==> config.mk <==
export PLATFORM = sky130hd
export DESIGN_NAME = fetch_stage_flat
export DESIGN_NICKNAME = d
export VERILOG_FILES = /design/src/rtl/fetch_stage_if.sv /design/src/rtl/fetch_stage.sv /design/src/flat_wrapper.sv
export SDC_FILE = /design/constraint.sdc
export NUM_CORES = 1
export LEC_CHECK = 0
export BUFFER_PORTS_ARGS = -buffer_cell sky130_fd_sc_hd__buf_2
export CAP_MARGIN = 25
export CORE_MARGIN = 2
export CORE_UTILIZATION = 39
export DETAILED_ROUTE_END_ITERATION = 10
export GPL_ROUTABILITY_DRIVEN = 0
export PLACE_DENSITY = 0.61
export SYNTH_ARGS = -nofsm -noshare
export SYNTH_HDL_FRONTEND = slang
export SYNTH_SLANG_ARGS = --single-unit
==> constraint.sdc <==
create_clock -name clk -period 16.3 [get_ports clk]
set_clock_uncertainty 0.1 [all_clocks]
set_input_delay 1.63 -clock clk [delete_from_list [all_inputs] [get_ports clk]]
set_output_delay 1.63 -clock clk [all_outputs]
set_load 0.005 [all_outputs]
==> src/rtl/fetch_stage_if.sv <==
`default_nettype none
// ============================================================================
//  Module      : fetch_stage_if
//  Description : Control, redirect, instruction-memory and IF/ID bundle
//                for the RV32I fetch stage.
//  Revision    : 1.0 - initial release
// ============================================================================
interface fetch_stage_if #(
    parameter int CNT_W = 32
);
    logic              stall_f;
    logic              stall_d;
    logic              flush_d;
    logic [1:0]        pc_src_e;
    logic [31:0]       pc_target_e;
    logic [31:0]       alu_result_e;
    logic [31:0]       imem_addr;
    logic [31:0]       imem_rdata;
    logic [31:0]       pc_f;
    logic [31:0]       instr_d;
    logic [31:0]       pc_d;
    logic [31:0]       pc_plus4_d;
    logic              valid_d;
    logic [CNT_W-1:0]  stall_cnt;
    logic [CNT_W-1:0]  flush_cnt;

    // Environment side: hazard unit, execute stage and instruction memory
    modport master (
        output stall_f, stall_d, flush_d, pc_src_e, pc_target_e, alu_result_e,
        output imem_rdata,
        input  imem_addr, pc_f, instr_d, pc_d, pc_plus4_d, valid_d,
        input  stall_cnt, flush_cnt
    );

    // Fetch stage side
    modport slave (
        input  stall_f, stall_d, flush_d, pc_src_e, pc_target_e, alu_result_e,
        input  imem_rdata,
        output imem_addr, pc_f, instr_d, pc_d, pc_plus4_d, valid_d,
        output stall_cnt, flush_cnt
    );
endinterface
`default_nettype wire

==> src/rtl/fetch_stage.sv <==
`default_nettype none
// ============================================================================
//  Module      : fetch_stage
//  Description : RV32I fetch stage - PC register, next-PC select, IF/ID
//                register and saturating stall/flush event counters.
//  Revision    : 1.0 - initial release
// ============================================================================
module fetch_stage #(
    parameter logic [31:0] RESET_PC  = 32'h0000_0000,
    parameter logic [31:0] NOP_INSTR = 32'h0000_0013,
    parameter int          CNT_W     = 32
) (
    input  wire logic     clk,
    input  wire logic     rst,
    fetch_stage_if.slave  bus
);

    localparam logic [CNT_W-1:0] c_CNT_MAX = {CNT_W{1'b1}};

    logic [31:0]      r_pc_f;
    logic [31:0]      r_instr_d;
    logic [31:0]      r_pc_d;
    logic [31:0]      r_pc_plus4_d;
    logic             r_valid_d;
    logic [CNT_W-1:0] r_stall_cnt;
    logic [CNT_W-1:0] r_flush_cnt;

    logic [31:0]      w_pc_plus4_f;
    logic [31:0]      w_pc_target;
    logic             w_redirect;
    logic             w_unused_alu_lsb;

    assign w_pc_plus4_f     = r_pc_f + 32'd4;
    assign w_unused_alu_lsb = bus.alu_result_e[0];

    always_comb begin
        w_redirect  = 1'b0;
        w_pc_target = w_pc_plus4_f;
        case (bus.pc_src_e)
            2'b01: begin
                w_redirect  = 1'b1;
                w_pc_target = bus.pc_target_e;
            end
            2'b10: begin
                w_redirect  = 1'b1;
                w_pc_target = {bus.alu_result_e[31:1], 1'b0};
            end
            default: begin
                w_redirect  = 1'b0;
                w_pc_target = w_pc_plus4_f;
            end
        endcase
    end

    // A taken redirect must win over a load-use stall, or the branch is lost
    always_ff @(posedge clk or posedge rst) begin
        if (rst) begin
            r_pc_f <= RESET_PC;
        end else if (w_redirect) begin
            r_pc_f <= w_pc_target;
        end else if (!bus.stall_f) begin
            r_pc_f <= w_pc_plus4_f;
        end
    end

    always_ff @(posedge clk or posedge rst) begin
        if (rst) begin
            r_instr_d    <= NOP_INSTR;
            r_pc_d       <= 32'd0;
            r_pc_plus4_d <= 32'd0;
            r_valid_d    <= 1'b0;
        end else if (bus.flush_d) begin
            r_instr_d    <= NOP_INSTR;
            r_pc_d       <= 32'd0;
            r_pc_plus4_d <= 32'd0;
            r_valid_d    <= 1'b0;
        end else if (!bus.stall_d) begin
            r_instr_d    <= bus.imem_rdata;
            r_pc_d       <= r_pc_f;
            r_pc_plus4_d <= w_pc_plus4_f;
            r_valid_d    <= 1'b1;
        end
    end

    // A flush overrides a hold, so it is not counted as a stall cycle
    always_ff @(posedge clk or posedge rst) begin
        if (rst) begin
            r_stall_cnt <= '0;
            r_flush_cnt <= '0;
        end else begin
            if (bus.stall_d && !bus.flush_d && (r_stall_cnt != c_CNT_MAX)) begin
                r_stall_cnt <= r_stall_cnt + 1'b1;
            end
            if (bus.flush_d && (r_flush_cnt != c_CNT_MAX)) begin
                r_flush_cnt <= r_flush_cnt + 1'b1;
            end
        end
    end

    assign bus.imem_addr  = r_pc_f;
    assign bus.pc_f       = r_pc_f;
    assign bus.instr_d    = r_instr_d;
    assign bus.pc_d       = r_pc_d;
    assign bus.pc_plus4_d = r_pc_plus4_d;
    assign bus.valid_d    = r_valid_d;
    assign bus.stall_cnt  = r_stall_cnt;
    assign bus.flush_cnt  = r_flush_cnt;

endmodule
`default_nettype wire

==> src/flat_wrapper.sv <==
// flat-port wrapper written by rule: the top's interface ports become plain ports
module fetch_stage_flat 
#(
    parameter logic [31:0] RESET_PC  = 32'h0000_0000,
    parameter logic [31:0] NOP_INSTR = 32'h0000_0013,
    parameter int          CNT_W     = 32
)
  (clk, rst, bus_stall_f, bus_stall_d, bus_flush_d, bus_pc_src_e, bus_pc_target_e, bus_alu_result_e, bus_imem_rdata, bus_imem_addr, bus_pc_f, bus_instr_d, bus_pc_d, bus_pc_plus4_d, bus_valid_d, bus_stall_cnt, bus_flush_cnt);
  fetch_stage_if #(.CNT_W(CNT_W)) bus_i ();
  input  wire logic clk;
  input  wire logic rst;
  input wire logic [$bits(bus_i.stall_f)-1:0] bus_stall_f;
  input wire logic [$bits(bus_i.stall_d)-1:0] bus_stall_d;
  input wire logic [$bits(bus_i.flush_d)-1:0] bus_flush_d;
  input wire logic [$bits(bus_i.pc_src_e)-1:0] bus_pc_src_e;
  input wire logic [$bits(bus_i.pc_target_e)-1:0] bus_pc_target_e;
  input wire logic [$bits(bus_i.alu_result_e)-1:0] bus_alu_result_e;
  input wire logic [$bits(bus_i.imem_rdata)-1:0] bus_imem_rdata;
  output wire logic [$bits(bus_i.imem_addr)-1:0] bus_imem_addr;
  output wire logic [$bits(bus_i.pc_f)-1:0] bus_pc_f;
  output wire logic [$bits(bus_i.instr_d)-1:0] bus_instr_d;
  output wire logic [$bits(bus_i.pc_d)-1:0] bus_pc_d;
  output wire logic [$bits(bus_i.pc_plus4_d)-1:0] bus_pc_plus4_d;
  output wire logic [$bits(bus_i.valid_d)-1:0] bus_valid_d;
  output wire logic [$bits(bus_i.stall_cnt)-1:0] bus_stall_cnt;
  output wire logic [$bits(bus_i.flush_cnt)-1:0] bus_flush_cnt;
  assign bus_i.stall_f = bus_stall_f;
  assign bus_i.stall_d = bus_stall_d;
  assign bus_i.flush_d = bus_flush_d;
  assign bus_i.pc_src_e = bus_pc_src_e;
  assign bus_i.pc_target_e = bus_pc_target_e;
  assign bus_i.alu_result_e = bus_alu_result_e;
  assign bus_i.imem_rdata = bus_imem_rdata;
  assign bus_imem_addr = bus_i.imem_addr;
  assign bus_pc_f = bus_i.pc_f;
  assign bus_instr_d = bus_i.instr_d;
  assign bus_pc_d = bus_i.pc_d;
  assign bus_pc_plus4_d = bus_i.pc_plus4_d;
  assign bus_valid_d = bus_i.valid_d;
  assign bus_stall_cnt = bus_i.stall_cnt;
  assign bus_flush_cnt = bus_i.flush_cnt;
  fetch_stage #(.RESET_PC(RESET_PC), .NOP_INSTR(NOP_INSTR), .CNT_W(CNT_W)) u_core (.clk(clk), .rst(rst), .bus(bus_i));
endmodule
==> results of run 1 <==
==> kinds of logic (layout without fill, tap and decap cells) <==
logic type,Yosys count,count (layout)
adders and majority gates,5,5
buffers and inverters,118,395
muxes,68,68
and+or+nand+nor,335,335
AOI/OAI and AO/OA,159,159
xor gates and xnor gates,82,82
DFF,191,191
other,0,1
==> how the worst max path moves through the flow <==
stage	startpoint	to	slack, ns	cells after the start
finish	bus_stall_d	u_core.bus.stall_cnt[31]$_DFFE_PP0P_	12.26	7
global route	bus_stall_d	u_core.bus.stall_cnt[31]$_DFFE_PP0P_	12.03	7
CTS	bus_stall_d	u_core.bus.stall_cnt[31]$_DFFE_PP0P_	12.24	7
detailed placement	bus_stall_d	u_core.bus.stall_cnt[31]$_DFFE_PP0P_	11.78	7
global placement	bus_stall_d	u_core.bus.stall_cnt[27]$_DFFE_PP0P_	11.80	7
floorplan	rst	u_core.bus.flush_cnt[0]$_DFFE_PP0P_	9.38	1
==> layer usage <==
layer	vias up	share of wire (%)
met2	319	47
met1	3984	45
met3	28	6.0
met5	-	0.046
met4	2	1.8
li1	3912	-
==> worst max-delay path, stage by stage <==
cell	delay [ns]
buf_4	0.48
buf_4	0.68
nand4b_1	0.38
nor4_1	0.38
o2111ai_2	0.29
nor3_1	0.28
xor2_1	0.16
==> power breakdown <==
group          internal (mW)  leakage (nW)  switching (mW)
logic                  0.124          3.37           0.137
clock network          0.210         0.298           0.217
registers              0.526          2.50          0.0800
==> cells in the mapped netlist (3+ instances only) <==
cell type,count,area [um^2]
nor3_1,17,85.08
ha_1,5,62.56
and3_1,21,131.4
nand2b_1,3,18.77
dfstp_2,3,78.83
a221oi_1,21,183.9
xor2_1,33,289.0
buf_1,4,15.01
nor3_2,4,40.04
mux2i_1,67,670.6
nand3_1,32,160.2
and2_1,9,56.30
nand4_1,31,193.9
o21ai_0,22,110.1
and4_1,16,140.1
a221o_1,7,70.07
a2bb2oi_1,12,105.1
a211oi_1,18,135.1
nand4_2,4,50.05
nor4_1,4,25.02
nand2_1,58,217.7
a31oi_1,4,25.02
nor2b_1,4,25.02
a21oi_1,44,220.2
xnor2_1,49,429.2
dfrtp_1,188,4705
o21a_1,4,30.03
clkbuf_1,29,108.9
buf_4,35,262.8
or3_1,3,18.77
o22ai_1,3,18.77
nor2_1,117,439.2
buf_2,19,95.09
o211a_1,3,30.03
inv_1,29,108.9
==> state kept, by name (all words and copies together), names as in the netlist <==
name	cells
u_core.bus.valid_d	1
u_core.bus.pc_d	30
u_core.bus.flush_cnt	32
u_core.bus.pc_plus4_d	32
u_core.bus.stall_cnt	32
u_core.bus.instr_d	32
u_core.bus.imem_addr	32
==> cell type report <==
cell class	count	area, um^2
inverters	30	120.1
clock inverters	15	187.7
repair buffers	333	1689
fillers	2363	12410
diodes	1	2.502
flip-flops and latches	191	4783
well taps	324	405.4
clock buffers	17	425.4
multi-input cells	649	4367
==> out/qor.yml, run 1 <==
synth_top_family_by_area: "simple AND/OR/NAND/NOR gates"
tns_ns: 0
grt_overflow_total: 0
crit_required_ns: 16.56
drv_slew: 0
critical_path_arrival_ns: 4.30
hold_depth: 1
place_inst: 1527
reg2reg_depth: 5
cts.clk_slew.worst_paths_ns: 0.08
cts_made_buffers: 17
first_global_vias: 7732
synth_nets: 1066
start_util_pct: 39.95
crit_path_start_kind: "input pin"
min_period_ns: 4.045
path_class: "input pin to register"
cts_root_buffer: "clkbuf_16"
drv_cap: 0
nets: 1330
hold_class: "register to register"
syn_area_mm2: 0.009743
ys_ff_latch: 191
fin_cells: 1560
top_usage_layer: "met2"
holdPathEnd: "u_core.bus.valid_d$_DFFE_PP0N_"
max_slew_margin_pct: 33.44
yosysSeqAreaShare_pct: 49.09
syn_inst: 958
powerDensity_mw_per_mm2: 108.0
hold_buffers: 0
cp-end-kind: "register"
setup_viol: 0
fp.dieW_um: 162.1
period_share_pct: 24.82
gr-usage-all-layers_pct: 21.42
routed_wl_mm: 28.17
core-area_mm2: 0.02439
grtUsageMet3_pct: 3.550
cts_resized: 0
final_hold_viol_count: 0
dieArea_mm2: 0.02626
synth_compound_area_share_pct: 11.81
hold_slack_ns: 0.3754
synth-xor-area-share_pct: 7.371
synth-edff-count: 0
worstPathMaxFanout: 44
drt_iter0_drc: 476
rsz0062_at_grt: "false"
grt_max_degree: 130
synthArstFlopShare_pct: 100.0
ir_drop_uv: 49.37
htreeDepth: 4
synth_cell_types: 62
rows: 57
synth.area.mux_share_pct: 6.999
cts_sinks: 191
final_util_pct: 49.12
cts_tree: "yes"
yosysWarnings: 0
max_freq_mhz: 247.2
p_total_mw: 1.294
drive_above_1_share_pct: 32.23
avgSynthCellArea_um2: 10.17
grt_pass1_wl_mm: 44.07
ant_nets: 0
port_buffers: 326
first_pass_iters: 5
die_y_um: 162.1
grt_use_met2_pct: 34.43
drc_errors: 0
r2r_start: "u_core.bus.imem_addr[12]$_DFFE_PP0P_"
fin_ws_ns: 12.26
rrSetupSlack_ns: 13.55
syn_to_final_growth_pct: 22.96
io_pins: 328
synth_ff_type: "dfrtp_1"
vias: 8245
clk_path_buf_depth: 2
hpwlAfterDp_mm: 20.34
viasPerCell: 5.285
synthAdderAreaFrac_pct: 0.6421
wl_per_cell_um: 18.06
met1_usage_pct: 29.99
final_cell_mix: "buf_2 (324), dfrtp_1 (188), nor2_1 (117), mux2i_1 (67), nand2_1 (58)"
leakagePower_nw: 6.168
status: "complete, no violations"
antenna_found_initial: 2
place_area_mm2: 0.01136
final_common_cell: "buf_2"
post-cts-setup-buffer-count: 0
clock_latency_ns: 0.44
worst_pin_slew_ns: 0.9902
finalInstanceArea_mm2: 0.01198
yosys.area_share.simple_pct: 17.93
rr_endpoint: "u_core.bus.pc_plus4_d[29]$_DFFE_PP0N_"
hold_path.startpoint: "u_core.bus.valid_d$_DFFE_PP0N_"
place_ws_ns: 11.78
No activity file was read; power rests on OpenSTA's default activity.
==> run 2: changes to the inputs <==
- ABC_AREA: not set -> 1
- PLACE_DENSITY: 0.61 -> 0.63
- clock period: 16.3 -> 3.5 ns (I/O delays scaled with it)
==> out/qor.yml, run 2 <==
crit_path_start_kind: "register"
cts_resized: 0  # unchanged
wl_per_cell_um: 16.25  # -10%
synth_top_family_by_area: "simple AND/OR/NAND/NOR gates"
drv_slew: 0  # unchanged
synth.area.mux_share_pct: 0  # -7.0 points
dieArea_mm2: 0.02772  # +5.5%
rsz0062_at_grt: "false"
hpwlAfterDp_mm: 23.47  # +15%
rows: 59  # +3.5%
clock_latency_ns: 0.43  # about the same
reg2reg_depth: 10  # +5
grt_pass1_wl_mm: 51.28  # +16%
powerDensity_mw_per_mm2: 469.3  # +330%
ir_drop_uv: 262.1  # +430%
cpPeakStageDelay_ns: 0.44  # -0.24 ns
cpMostUsedCell: "nand2_1"
r2r_start: "u_core.bus.flush_cnt[0]$_DFFE_PP0P_"
gr-usage-all-layers_pct: 23.10  # +1.7 points
final_common_cell: "nand2_1"
io_pins: 328  # unchanged
rr_endpoint: "u_core.bus.flush_cnt[18]$_DFFE_PP0P_"
synth_top_area_cell: "dfrtp_1"
path_cells: "ha_1, nand3_2, nor3_4, inv_2, nor2_1, nand2_1, nand2_4, inv_2, nand2_1, nand2_1"
cts.clk_slew.worst_paths_ns: 0.08  # about the same
drive_above_1_share_pct: 24.94  # -7.3 points
yosysWarnings: 0  # unchanged
max_freq_mhz: 392.3
port_buffers: 326  # unchanged
nets: 1723  # +30%
clk_path_buf_depth: 2  # unchanged
post-cts-setup-buffer-count: 0  # unchanged
cts_root_buffer: "clkbuf_16"
cts_tree: "yes"
leakagePower_nw: 6.637  # +7.6%
holdPathEnd: "u_core.bus.imem_addr[0]$_DFFE_PP0P_"
syn_inst: 1335  # +39%
ys_ff_latch: 191  # unchanged
cp-end-kind: "register"
syn_area_mm2: 0.01030  # +5.7%
period_share_pct: 72.82
syn_to_final_growth_pct: 22.74
worst_pin_slew_ns: 0.8848  # -0.1054 ns
tns_ns: 0  # unchanged
synth_nets: 1443  # +35%
synth_cell_types: 35  # -44%
synth-edff-count: 0  # unchanged
htreeDepth: 4  # unchanged
drt_iter0_drc: 576  # +21%
viasPerCell: 5.006  # -5.3%
drc_errors: 0  # unchanged
synth_top_area_share_pct: 45.69  # -2.6 points
routed_wl_mm: 31.93  # +13%
vias: 9836  # +19%
synth-xor-area-share_pct: 3.573  # -3.8 points
min_period_ns: 2.549
max_slew_margin_pct: 40.95  # +7.5 points
yosysSeqAreaShare_pct: 46.46  # -2.6 points
path_buf_inv: 2  # unchanged
first_pass_iters: 5  # unchanged
hold_depth: 3  # +2
final_hold_viol_count: 0  # unchanged
rrSetupSlack_ns: 0.95  # -12.60 ns
yosys.area_share.simple_pct: 29.96  # +12 points
critical-path-slowest-cell: "dfrtp_1"
synth_area_leaders: "dfrtp_1 (46%), nand2_1 (19%), nor2_1 (5.1%)"
die_y_um: 166.5  # +2.7%
setup_viol: 0  # unchanged
crit_required_ns: 3.70  # -12.86 ns
place_area_mm2: 0.01205  # +6.0%
start_util_pct: 39.62  # -0.32 points
ant_nets: 0  # unchanged
avgSynthCellArea_um2: 7.712  # -24%
hold_buffers: 1  # +1
final_cell_mix: "nand2_1 (512), buf_2 (326), dfrtp_1 (188), nor2_1 (138), inv_1 (98)"
cts_sinks: 191  # unchanged
hold_path.startpoint: "bus_pc_target_e[0]"
drv_cap: 0  # unchanged
status: "complete, no violations"
fin_cells: 1965  # +26%
grt_max_degree: 69  # -47%
critPathTopFamily: "simple AND/OR/NAND/NOR gates"
place_inst: 1930  # +26%
fp.dieW_um: 166.5  # +2.7%
hold_class: "input pin to register"
finalInstanceArea_mm2: 0.01264  # +5.5%
cts_made_buffers: 17  # unchanged
path_class: "register to register"
worstPathMaxFanout: 32  # -27%
final_util_pct: 48.63  # -0.49 points
grt_overflow_total: 0  # unchanged
core-area_mm2: 0.02598  # +6.5%
synth_ff_type: "dfrtp_1"
synth_common_cells: "nand2_1 (512), dfrtp_1 (188), nor2_1 (140)"
critical_path_arrival_ns: 2.75  # -1.55 ns
synth_most_common_cell: "nand2_1"
synth_compound_area_share_pct: 10.80  # -1.0 points
synthAdderAreaFrac_pct: 0.6076  # -0.034 points
fill_cells: 2663  # +13%
antenna_found_initial: 2  # unchanged
synthArstFlopShare_pct: 100.0  # unchanged
first_global_vias: 9470  # +22%
## run 2: cell types whose count changed after synthesis, moves of 27 or more
cell	previous run	this run
a22o_1	1	47
inv_1	29	99
mux2i_1	67	0
nand2_1	58	512
nand4_1	31	4
xnor2_1	49	9
## run 2: through the flow
step	setup slack (ns)	total power [mW]	hold WS (ns)
floorplan	0.5900	3.479	0.3164
global placement	0.8940	3.989	0.3532
detailed placement	0.8732	4.019	0.3594
CTS	0.9399	5.997	0.002382
global route	0.6836	6.279	0.02214
finish	0.9511	5.931	0.01750
## run 2: power by group
group | internal [mW] | leakage [nW] | total [mW] | switching, mW
clock | 1.01 | 0.279 | 1.96 | 0.949
combinational | 0.522 | 3.83 | 1.21 | 0.692
sequential | 2.44 | 2.53 | 2.75 | 0.315
## run 2: layer usage
metal	global-route usage [%]	share of wire (%)	vias to the layer above
met5	0	0	-
met4	6.034	1.3	0
met3	4.159	6.6	26
met2	38.12	48	382
met1	31.52	44	4602
li1	-	-	4826
## run 2: how the worst max path moves through the flow
stage / from / end / depth (start not counted)
after floorplan: rst / u_core.bus.flush_cnt[0]$_DFFE_PP0P_ / 1
after global placement: bus_pc_src_e[0] / u_core.bus.imem_addr[16]$_DFFE_PP0P_ / 8
after detailed placement: bus_pc_src_e[0] / u_core.bus.imem_addr[17]$_DFFE_PP0P_ / 9
after CTS: u_core.bus.flush_cnt[0]$_DFFE_PP0P_ / u_core.bus.flush_cnt[18]$_DFFE_PP0P_ / 10
after global routing: u_core.bus.flush_cnt[0]$_DFFE_PP0P_ / u_core.bus.flush_cnt[18]$_DFFE_PP0P_ / 10
final: u_core.bus.flush_cnt[0]$_DFFE_PP0P_ / u_core.bus.flush_cnt[18]$_DFFE_PP0P_ / 10
## run 2: tightest hold or removal path, stage by stage
cell and delay, ns:
buf_2 0.07, nand2_1 0.04, o21ai_0 0.05
## run 2: cell families after synthesis
logic type	after synthesis
AO/OA/AOI/OAI	156
XOR/XNOR	42
flip-flops	191
adder cells (fa/ha/maj)	5
AND/OR/NAND/NOR	759
buffers and inverters	182
## run 2: layout make-up
cell class | instances | area (um^2) | area share, %
flip-flops and latches | 191 | 4783 | 37.85
multi-input cells | 962 | 4642 | 36.73
repair buffers | 341 | 1824 | 14.44
clock buffers | 18 | 429.2 | 3.396
well taps | 335 | 419.2 | 3.317
inverters | 102 | 386.6 | 3.059
clock inverters | 14 | 147.6 | 1.168
diodes | 2 | 5.005 | 0.03960
==> run 3: changes to the inputs <==
- PLACE_DENSITY: 0.63 -> 0.61
- clock period: 3.5 -> 2.7 ns (I/O delays scaled with it)
==> out/qor.yml, run 3 (same netlist as run 2, synthesis figures left out) <==
ir_drop_uv: 311.8  # +19%
path_buf_inv: 2  # unchanged
first_pass_iters: 5  # unchanged
clock_latency_ns: 0.43  # about the same
rr_endpoint: "u_core.bus.flush_cnt[3]$_DFFE_PP0P_"
cts_root_buffer: "clkbuf_16"
min_period_ns: 2.272  # -0.2769 ns
final_common_cell: "nand2_1"
viasPerCell: 4.986  # -0.39%
status: "complete, no violations"
final_cell_mix: "nand2_1 (512), buf_2 (326), dfrtp_1 (188), nor2_1 (138), inv_1 (98)"
grt_max_degree: 95  # +38%
fin_ws_ns: 0.4280  # -0.5231 ns
hold_depth: 2  # -1
worstPathMaxFanout: 30  # -6.3%
hold_class: "input pin to register"
cts_sinks: 191  # unchanged
htreeDepth: 4  # unchanged
rsz0062_at_grt: "false"
cp-end-kind: "register"
hold_path.startpoint: "bus_imem_rdata[14]"
pwr-share-clk_pct: 33.1  # about the same
vias: 9972  # +1.4%
finalInstanceArea_mm2: 0.01298  # +2.7%
r2r_start: "u_core.bus.flush_cnt[0]$_DFFE_PP0P_"
grt_pass1_wl_mm: 51.74  # +0.90%
drive_above_1_share_pct: 24.56  # -0.37 points
place_area_mm2: 0.01203  # -0.15%
powerDensity_mw_per_mm2: 598.1  # +27%
place_ws_ns: 0.4321  # -0.4411 ns
period_share_pct: 84.15  # +11 points
reg2reg_depth: 10  # unchanged
critical-path-slowest-cell: "dfrtp_1"
power_switching_mw: 2.553  # +31%
routed_wl_mm: 32.44  # +1.6%
dieArea_mm2: 0.02772  # unchanged
rrSetupSlack_ns: 0.43  # -0.52 ns
crit_path_start_kind: "register"
cts_tree: "yes"
first_global_vias: 9647  # +1.9%
critical_path_arrival_ns: 2.47  # -0.28 ns
fill_cells: 2553  # -4.1%
start_util_pct: 39.62  # unchanged
worst_pin_slew_ns: 0.8247  # -0.06009 ns
cts_made_buffers: 17  # unchanged
intPower_mw: 5.208  # +31%
seqPwrFrac_pct: 46.0  # -0.4 points
diodes: 0  # -2
crit_path_start: "u_core.bus.flush_cnt[0]$_DFFE_PP0P_"
cpMostUsedCell: "inv_2"
rows: 59  # unchanged
hpwlAfterDp_mm: 23.09  # -1.6%
drv_slew: 0  # unchanged
die_y_um: 166.5  # unchanged
max_slew_margin_pct: 45.02  # +4.1 points
port_buffers: 326  # unchanged
drt_iter0_drc: 593  # +3.0%
nets: 1761  # +2.2%
final_hold_viol_count: 0  # unchanged
antenna_found_initial: 0  # -2
crit_required_ns: 2.90  # -0.80 ns
leakagePower_nw: 6.790  # +2.3%
max_freq_mhz: 440.1  # +12%
p_comb_share_pct: 20.9  # +0.4 points
cts_resized: 0  # unchanged
hold_buffers: 36  # +35
ant_nets: 0  # unchanged
drv_cap: 0  # unchanged
path_cells: "ha_1, nand3_2, nor3_4, inv_2, nor2_1, nand2_1, nand2_4, inv_2, nand2_2, o21ai_2"
grt_overflow_total: 0  # unchanged
holdPathEnd: "u_core.bus.instr_d[14]$_DFFE_PP0N_"
wl_per_cell_um: 16.22  # -0.19%
io_pins: 328  # unchanged
setup_viol: 0  # unchanged
gr-usage-all-layers_pct: 23.35  # +0.25 points
cpPeakStageDelay_ns: 0.44  # about the same
clk_path_buf_depth: 2  # unchanged
fp.dieW_um: 166.5  # unchanged
drc_errors: 0  # unchanged
path_class: "register to register"
critPathTopFamily: "simple AND/OR/NAND/NOR gates"
core-area_mm2: 0.02598  # unchanged
post-cts-setup-buffer-count: 0  # unchanged
p_sw_share_pct: 32.90  # -0.081 points
cts.clk_slew.worst_paths_ns: 0.07  # about the same
syn_to_final_growth_pct: 26.03
## run 3: cell type report
class / count / area, um^2 / share of cell area, %
sequential: 191 / 4783 / 36.86
multi-input combinational: 962 / 4642 / 35.77
timing repair buffer: 379 / 2157 / 16.62
clock buffer: 18 / 439.2 / 3.384
tap: 335 / 419.2 / 3.230
inverter: 102 / 386.6 / 2.979
clock inverter: 13 / 148.9 / 1.147
## run 3: per-layer routing
metal  share of wire (%)  track usage (%)  wire (um)
met1                  44            30.63      14350
met2                  47            39.24      15280
met3                 6.4            4.230       2078
met5                   0                0          0
met4                 2.3            7.609        736
## run 3: per-stage QoR
step	cells	power [mW]	util, %	setup TNS, ns	hold WS, ns
after global placement	1933	5.191	46.29	0	0.3362
after CTS	2000	7.858	49.94	0	0.001574
after floorplan	1335	4.510	-	-24.44	0.2364
final	2000	7.761	49.94	0	0.01922
after global routing	2000	8.196	49.94	0	0.01044
after detailed placement	1933	5.216	46.29	0	0.3309
## run 3: worst max-delay path by stage
stage                                                end  slack (ns)  depth (start not counted)
detailed placement   u_core.bus.flush_cnt[3]$_DFFE_PP0P_        0.43                         10
CTS                  u_core.bus.flush_cnt[3]$_DFFE_PP0P_        0.41                         10
floorplan            u_core.bus.flush_cnt[0]$_DFFE_PP0P_       -0.13                          1
global route        u_core.bus.flush_cnt[28]$_DFFE_PP0P_        0.21                         10
global placement     u_core.bus.flush_cnt[6]$_DFFE_PP0P_        0.49                         10
finish               u_core.bus.flush_cnt[3]$_DFFE_PP0P_        0.43                         10
## run 3: power groups by stage
stage	Sequential (mW)	Combinational [mW]	Clock, mW
5_1_grt	3.62	1.82	2.76
3_5_place_dp	3.62	1.60	0
3_3_place_gp	3.61	1.58	0
2_1_floorplan	3.54	0.974	0
4_1_cts	3.57	1.64	2.65
6_report	3.57	1.63	2.57
